`src/rtl/v2f_pkg.sv`:
```
// Shared types and constants for the square-and-multiply power unit.
package v2f_pkg;

   localparam int V2F_WORD_W = 32;

   typedef enum logic [1:0] {
      IDLE = 2'd0,
      RUN  = 2'd1,
      FIN  = 2'd2
   } v2f_state_e;

endpackage

```
`src/rtl/v2f_mul_core.sv`:
```
// Combinational signed multiply that keeps only the low W bits of the product.
module v2f_mul_core
   import v2f_pkg::*;
#(
   parameter int W = V2F_WORD_W
) (
   input  logic [W-1:0] a,
   input  logic [W-1:0] b,
   output logic [W-1:0] y
);

   // The low W bits of a two's-complement product do not depend on signedness,
   // so a W-bit context multiply gives the int32 wrap-around result directly.
   always_comb begin
      y = a * b;
   end

endmodule

```
`src/rtl/v2f_pow_seq.sv`:
```
// Sequential A**B by square-and-multiply, one exponent bit per RUN cycle.
module v2f_pow_seq
   import v2f_pkg::*;
#(
   parameter int WIDTH = V2F_WORD_W
) (
   input  logic             CLK,
   input  logic             RST_N,
   input  logic             START,
   input  logic [WIDTH-1:0] A,
   input  logic [WIDTH-1:0] B,
   output logic             BUSY,
   output logic             DONE,
   output logic [WIDTH-1:0] Y
);

   v2f_state_e       state_q;
   v2f_state_e       state_n;

   logic [WIDTH-1:0] acc_q;
   logic [WIDTH-1:0] base_q;
   logic [WIDTH-1:0] exp_q;
   logic             neg_q;

   logic [WIDTH-1:0] acc_prod;
   logic [WIDTH-1:0] base_prod;

   logic             load;
   logic             step;
   logic             fin;

   v2f_mul_core #(.W(WIDTH)) u_mul_acc (
      .a (acc_q),
      .b (base_q),
      .y (acc_prod)
   );

   v2f_mul_core #(.W(WIDTH)) u_mul_base (
      .a (base_q),
      .b (base_q),
      .y (base_prod)
   );

   // Next-state and datapath control decode.
   always_comb begin
      state_n = state_q;
      load    = 1'b0;
      step    = 1'b0;
      fin     = 1'b0;
      unique case (state_q)
         IDLE: begin
            if (START) begin
               load    = 1'b1;
               state_n = RUN;
            end
         end
         RUN: begin
            // A negative exponent finishes on the first RUN cycle, matching B=0 timing.
            if (neg_q || (exp_q == '0)) begin
               fin     = 1'b1;
               state_n = FIN;
            end else begin
               step    = 1'b1;
            end
         end
         FIN: begin
            if (START) begin
               load    = 1'b1;
               state_n = RUN;
            end else begin
               state_n = IDLE;
            end
         end
         default: state_n = IDLE;
      endcase
   end

   // State register with registered BUSY/DONE decoded from the next state.
   always_ff @(posedge CLK or negedge RST_N) begin
      if (!RST_N) begin
         state_q <= IDLE;
         BUSY    <= 1'b0;
         DONE    <= 1'b0;
      end else begin
         state_q <= state_n;
         BUSY    <= (state_n == RUN);
         DONE    <= (state_n == FIN);
      end
   end

   // Operand load, square-and-multiply iteration and result capture.
   always_ff @(posedge CLK or negedge RST_N) begin
      if (!RST_N) begin
         acc_q  <= WIDTH'(1);
         base_q <= '0;
         exp_q  <= '0;
         neg_q  <= 1'b0;
         Y      <= '0;
      end else begin
         if (load) begin
            acc_q  <= WIDTH'(1);
            base_q <= A;
            exp_q  <= B;
            neg_q  <= B[WIDTH-1];
         end else if (step) begin
            if (exp_q[0]) begin
               acc_q <= acc_prod;
            end
            base_q <= base_prod;
            exp_q  <= exp_q >> 1;
         end
         if (fin) begin
            Y <= neg_q ? '0 : acc_q;
         end
      end
   end

endmodule

```
`config.mk`:
```
export PLATFORM = sky130hd
export DESIGN_NAME = v2f_pow_seq
export DESIGN_NICKNAME = d
export VERILOG_FILES = /design/src/rtl/v2f_pkg.sv /design/src/rtl/v2f_mul_core.sv /design/src/rtl/v2f_pow_seq.sv
export SDC_FILE = /design/constraint.sdc
export NUM_CORES = 2
export LEC_CHECK = 0
export ABC_AREA = 1
export CORE_ASPECT_RATIO = 2
export CORE_MARGIN = 1
export CORE_UTILIZATION = 35
export DETAILED_ROUTE_END_ITERATION = 8
export SLEW_MARGIN = 40
export SYNTH_ARGS = -nofsm -noshare
export SYNTH_HDL_FRONTEND = slang
export SYNTH_HIERARCHICAL = 1
export SYNTH_SLANG_ARGS = --single-unit
```
`constraint.sdc`:
```
create_clock -name CLK -period 17.3 [get_ports CLK]
set_input_delay 2.595 -clock CLK [delete_from_list [all_inputs] [get_ports CLK]]
set_output_delay 2.595 -clock CLK [all_outputs]
set_load 0.05 [all_outputs]
```
Word-level counts from Yosys, hierarchy flattened
Cells that the tools add are included.
{"block": "totals", "out_inout_bits": 34, "input_bits": 67, "ff_bits": 133, "wordCells": 39}
{"block": "classes", "n_eq_ne": 4, "n_mul": 2, "reduce_logical": 7, "muxes": 18}
{"operator": "$mux 32", "n": 8}
{"operator": "$mul 32x32->32", "n": 2}
{"operator": "$logic_not 32->1", "n": 1}
{"operator": "$mux 1", "n": 7}
{"operator": "$pmux 2 s3", "n": 1}
{"operator": "$eq 2x1->1 const B", "n": 2}
{"operator": "$eq 2x2->1 const B", "n": 2}
{"operator": "$mux 2", "n": 2}
{"operator": "$reduce_bool 2->1", "n": 2}
{"operator": "$logic_not 2->1", "n": 1}
{"operator": "$reduce_and 2->1", "n": 1}
{"operator": "$reduce_or 2->1", "n": 1}
{"operator": "$logic_or 1x1->1", "n": 1}

Depth between registers and ports, before layout
{"block": "depth", "ltp_word": 6, "mapped_depth": 36, "ltp_nobuf": 34}

Cells and area by module
Netlist, hierarchy kept.
{"module": "v2f_mul_core (u_mul_acc)", "cells_each": 2321, "seq_area_each_um2": 0.0, "area_per_inst_um2": 16912.5, "n_inst": 1}
{"module": "v2f_mul_core (u_mul_base)", "cells_each": 2311, "seq_area_each_um2": 0.0, "area_per_inst_um2": 16896.2, "n_inst": 1}
{"module": "v2f_pow_seq", "cells_each": 767, "seq_area_each_um2": 3329.4, "area_per_inst_um2": 6068.3, "n_inst": 1}

Least setup slack after synthesis
Ideal clock, no wire load.
{"block": "synth_timing", "kind": "register to register", "startpoint": "reg base_q[3]", "endpoint": "reg base_q[28]", "required_ns": 17.234, "path_buffers": 2, "setup_time_ns": 0.066, "period_less_slack_ns": 6.700, "path_slack_ns": 10.600, "arrival_time_ns": 6.634, "path_stages_with_launch": 35, "path_cell_list": "dfrtp_1 clkbuf_1 clkbuf_1 nand2_1 inv_1 fa_1 inv_1 fa_1 fa_1 fa_1 inv_1 fa_1 inv_1 fa_1 inv_1 fa_1 fa_1 ha_1 nand2_1 nor2_1 and3_1 nand4_1 nand3_1 nand2_1 nand2_2 nand2_1 nand2_1 nand2_1 nand3_1 nand2_1 nand2_1 nand2_1 nand2_1 nand2_1 nand2_1"}
{"block": "synth_between", "elab_chain_cells": 3}
{"item": "start, declared", "line": "v2f_pow_seq.sv:21", "text": "logic [WIDTH-1:0] base_q;"}
{"item": "start signal, assigned", "line": "v2f_pow_seq.sv:109", "text": "base_q <= base_prod;"}
{"item": "$mul 32x32->32", "line": "v2f_mul_core.sv:15", "text": "y = a * b;"}
{"item": "net base_prod[28]", "line": "v2f_pow_seq.sv:26", "text": "logic [WIDTH-1:0] base_prod;"}
{"item": "$mux 32", "line": "v2f_pow_seq.sv:105", "text": "end else if (step) begin"}
{"item": "$mux 32", "line": "v2f_pow_seq.sv:100", "text": "if (load) begin"}
The timed path passes the listed nets, and every way through them passes these cells. The select of a mux whose other input is x is not followed.
A chain may end at the register's enable or synchronous reset.

Final worst setup path
{"block": "layout_timing", "startpoint": "reg base_q[5]", "endpoint": "reg base_q[31]"}
The elaborated chain is that of the path after synthesis.

==> out/results.ini <==
[sta]
hold_viol=0
fin_crit_sh=0.454
fin_setup_tns_ps=0
relSlewSlack=0.348
clock.fmax_mhz=127
final-setup-viol-count=0
setup_slack_ps=9440
slew_viol_final=0
finClkSkew_ps=24.7
worst_pin_slew_ps=978
finalCriticalPeriod_ps=7860
rsz0062_at_grt=no

[routing]
route.detailed.drc=0
antenna_left=0
via_count=32300
first_iter_violations=1675
firstDrtPassIters=6
wl_per_cell_um=17.5
vias_per_cell=4.74
wl_mm=120

[grt]
grt_max_degree=84
antenna_found_initial=0
grt_pass1_wl_mm=189
grt_usage=0.215
grt_pass1_vias=35400
gr-total-overflow=0

[worst_setup_path]
crit_type=reg2reg
crit_buf_inv=3
cp_slowest_cell=dfrtp_2
timing.rr.end=base_q[31]
crit_path_cell_trace=buf_4 > nand2_1 > fa_1 > fa_1 > fa_1 > fa_1 > fa_1 > fa_1 > fa_1 > fa_1 > inv_1 > ha_1 > a21oi_1 > o21ai_0 > a221oi_1 > o21a_1 > nand2_1 > inv_1 > nand3_1 > nand2_1 > nand2_1 > nand2_1 > nand2_1 > nand2_1
crit_family=adder cells
critPathMaxStageDelay_ps=750
cp.arrival_ps=8280
cp-start-kind=flip-flop
cp-end-kind=flip-flop
path_common_cell=fa_1
cp.required_ps=17720
startpoint=base_q[5]
r2r_setup_slack_ps=9440
path_max_fanout=53
worstRegToRegCells=24
worst-path-stages=24
cp-endpoint=base_q[31]
reg2reg_from=base_q[5]

[synthesis]
syn_inst=5399
synth.yosys.warnings=6
synth_top_area_share=0.410
synth_cell_type_count=47
synth-seq-area-share=0.0835
yosys_register_bits=133
syn_area_um2=39900
syn_nets=6528
synth_common_cells=nand2_1 (1724), inv_1 (1617), fa_1 (816)
synth_edf_count=0
synth_top_cell_by_area=fa_1
avgSynthCellArea_um2=7.39
synthTopCellsByArea=fa_1 (41%), nand2_1 (16%), inv_1 (15%)
synth_most_common_cell=nand2_1
synthArstFlopShare=1.00
ys.flop_type=dfrtp_1

[hold_path]
hold_path.class=reg2reg

[final_layout]
drive_gt1_frac=0.0265
num_antenna_cells=0
syn2layout_area_growth_pct=7.04
fin_nets=6439

[clocking]
hold_buffers=0
cts_buffers=17
cts_max_level=4
postCtsSetupBuffers=0
clk_latency_ps=480
cts.reportedPaths.clkPinSlew_ps=90
cts_sinks=133
cts-root-buf=clkbuf_16
cts.path.max_buffers=2
cts_tree=built
cts_resized=0

[die]
fp.dieW_um=241
die_area_um2=115000
rows=174
core_area_um2=113000
pin_count=101
start_util=0.354
die_h_um=479

[placed_design]
gp_congestion=0.940
portBuffers=100
place_ws_ps=9430
hpwlAfterDp_mm=92.0

[run_status]
outcome=completed

[flow_run]
maxCapViolations=0

[metal layers]
metal | GRT usage | wire length [um]
met1 | 0.211 | 39900
met2 | 0.425 | 67900
met3 | 0.0188 | 4260
met4 | 0.127 | 7480
met5 | 0 | 0
[flip-flops by register name, summed over array words and instances, names as in the netlist]
signal / flops
BUSY: 1
DONE: 1
Y: 32
acc_q: 32
base_q: 32
exp_q: 32
neg_q: 1
state_q: 2
[kinds of logic (layout without fill, tap and decap cells)]
| group | Yosys count | count (layout) | share of synthesized area |
|---|---|---|---|
| compound gates | 158 | 158 | 0.0225 |
| buf+inv | 1890 | 1814 | 0.182 |
| simple gates | 2073 | 2073 | 0.207 |
| xor+xnor | 83 | 83 | 0.0184 |
| fa+ha+maj | 1062 | 1062 | 0.487 |
| flops | 133 | 133 | 0.0835 |
[final cells by class]
class,count,area [um^2]
inverter,1626,6100
multi-input combinational,3376,29300
fill,11800,70100
sequential,133,3370
timing repair buffer,156,1440
clock buffer,18,439
clock inverter,14,150
tap,1496,1870
[through the flow]
stage / instances / utilization / hold WS [ps] / area (um^2)
4_1_cts: 6819 / 0.378 / 496 / 42700
5_1_grt: 6819 / 0.378 / 513 / 42700
6_report: 6819 / 0.378 / 492 / 42700
2_1_floorplan: 5399 / - / 473 / 39900
3_3_place_gp: 6786 / 0.373 / 474 / 42100
3_5_place_dp: 6787 / 0.373 / 478 / 42100
[how the worst min path moves through the flow]
stage	startpoint	endpoint	slack (ps)	cells after the start
3_5_place_dp	Y[9]	Y[9]	480	2
4_1_cts	Y[9]	Y[9]	500	2
6_report	Y[8]	Y[8]	490	2
3_3_place_gp	Y[9]	Y[9]	470	2
5_1_grt	Y[9]	Y[9]	510	2
2_1_floorplan	acc_q[0]	acc_q[0]	470	2
[placed cells by master, fill, tap and decap left out, types with 9 or more instances in the layout]
cell type           n
nand2_1          1722
inv_1            1615
fa_1              816
ha_1              246
nand3_1           211
dfrtp_1           111
clkdlybuf4s50_1    99
nor2_1             59
a21oi_1            57
buf_4              54
xor2_1             54
nand4_1            43
o21ai_1            35
xnor2_1            28
o21ai_0            25
clkbuf_16          17
dfrtp_2            16
nand2_2            12
a21o_1             12
nor3_1             11
inv_2               9
[worst register-to-register path, stage by stage (launching register included)]
cell	delay, ps
dfrtp_2	750
buf_4	690
nand2_1	270
fa_1	600
fa_1	440
fa_1	630
fa_1	480
fa_1	510
fa_1	590
fa_1	440
fa_1	500
inv_1	40
ha_1	340
a21oi_1	230
o21ai_0	190
a221oi_1	320
o21a_1	170
nand2_1	140
inv_1	90
nand3_1	70
nand2_1	70
nand2_1	50
nand2_1	90
nand2_1	50
nand2_1	70
Power is not shown: default switching activity piles up to over one toggle a cycle in this logic, so the estimate is an artifact.
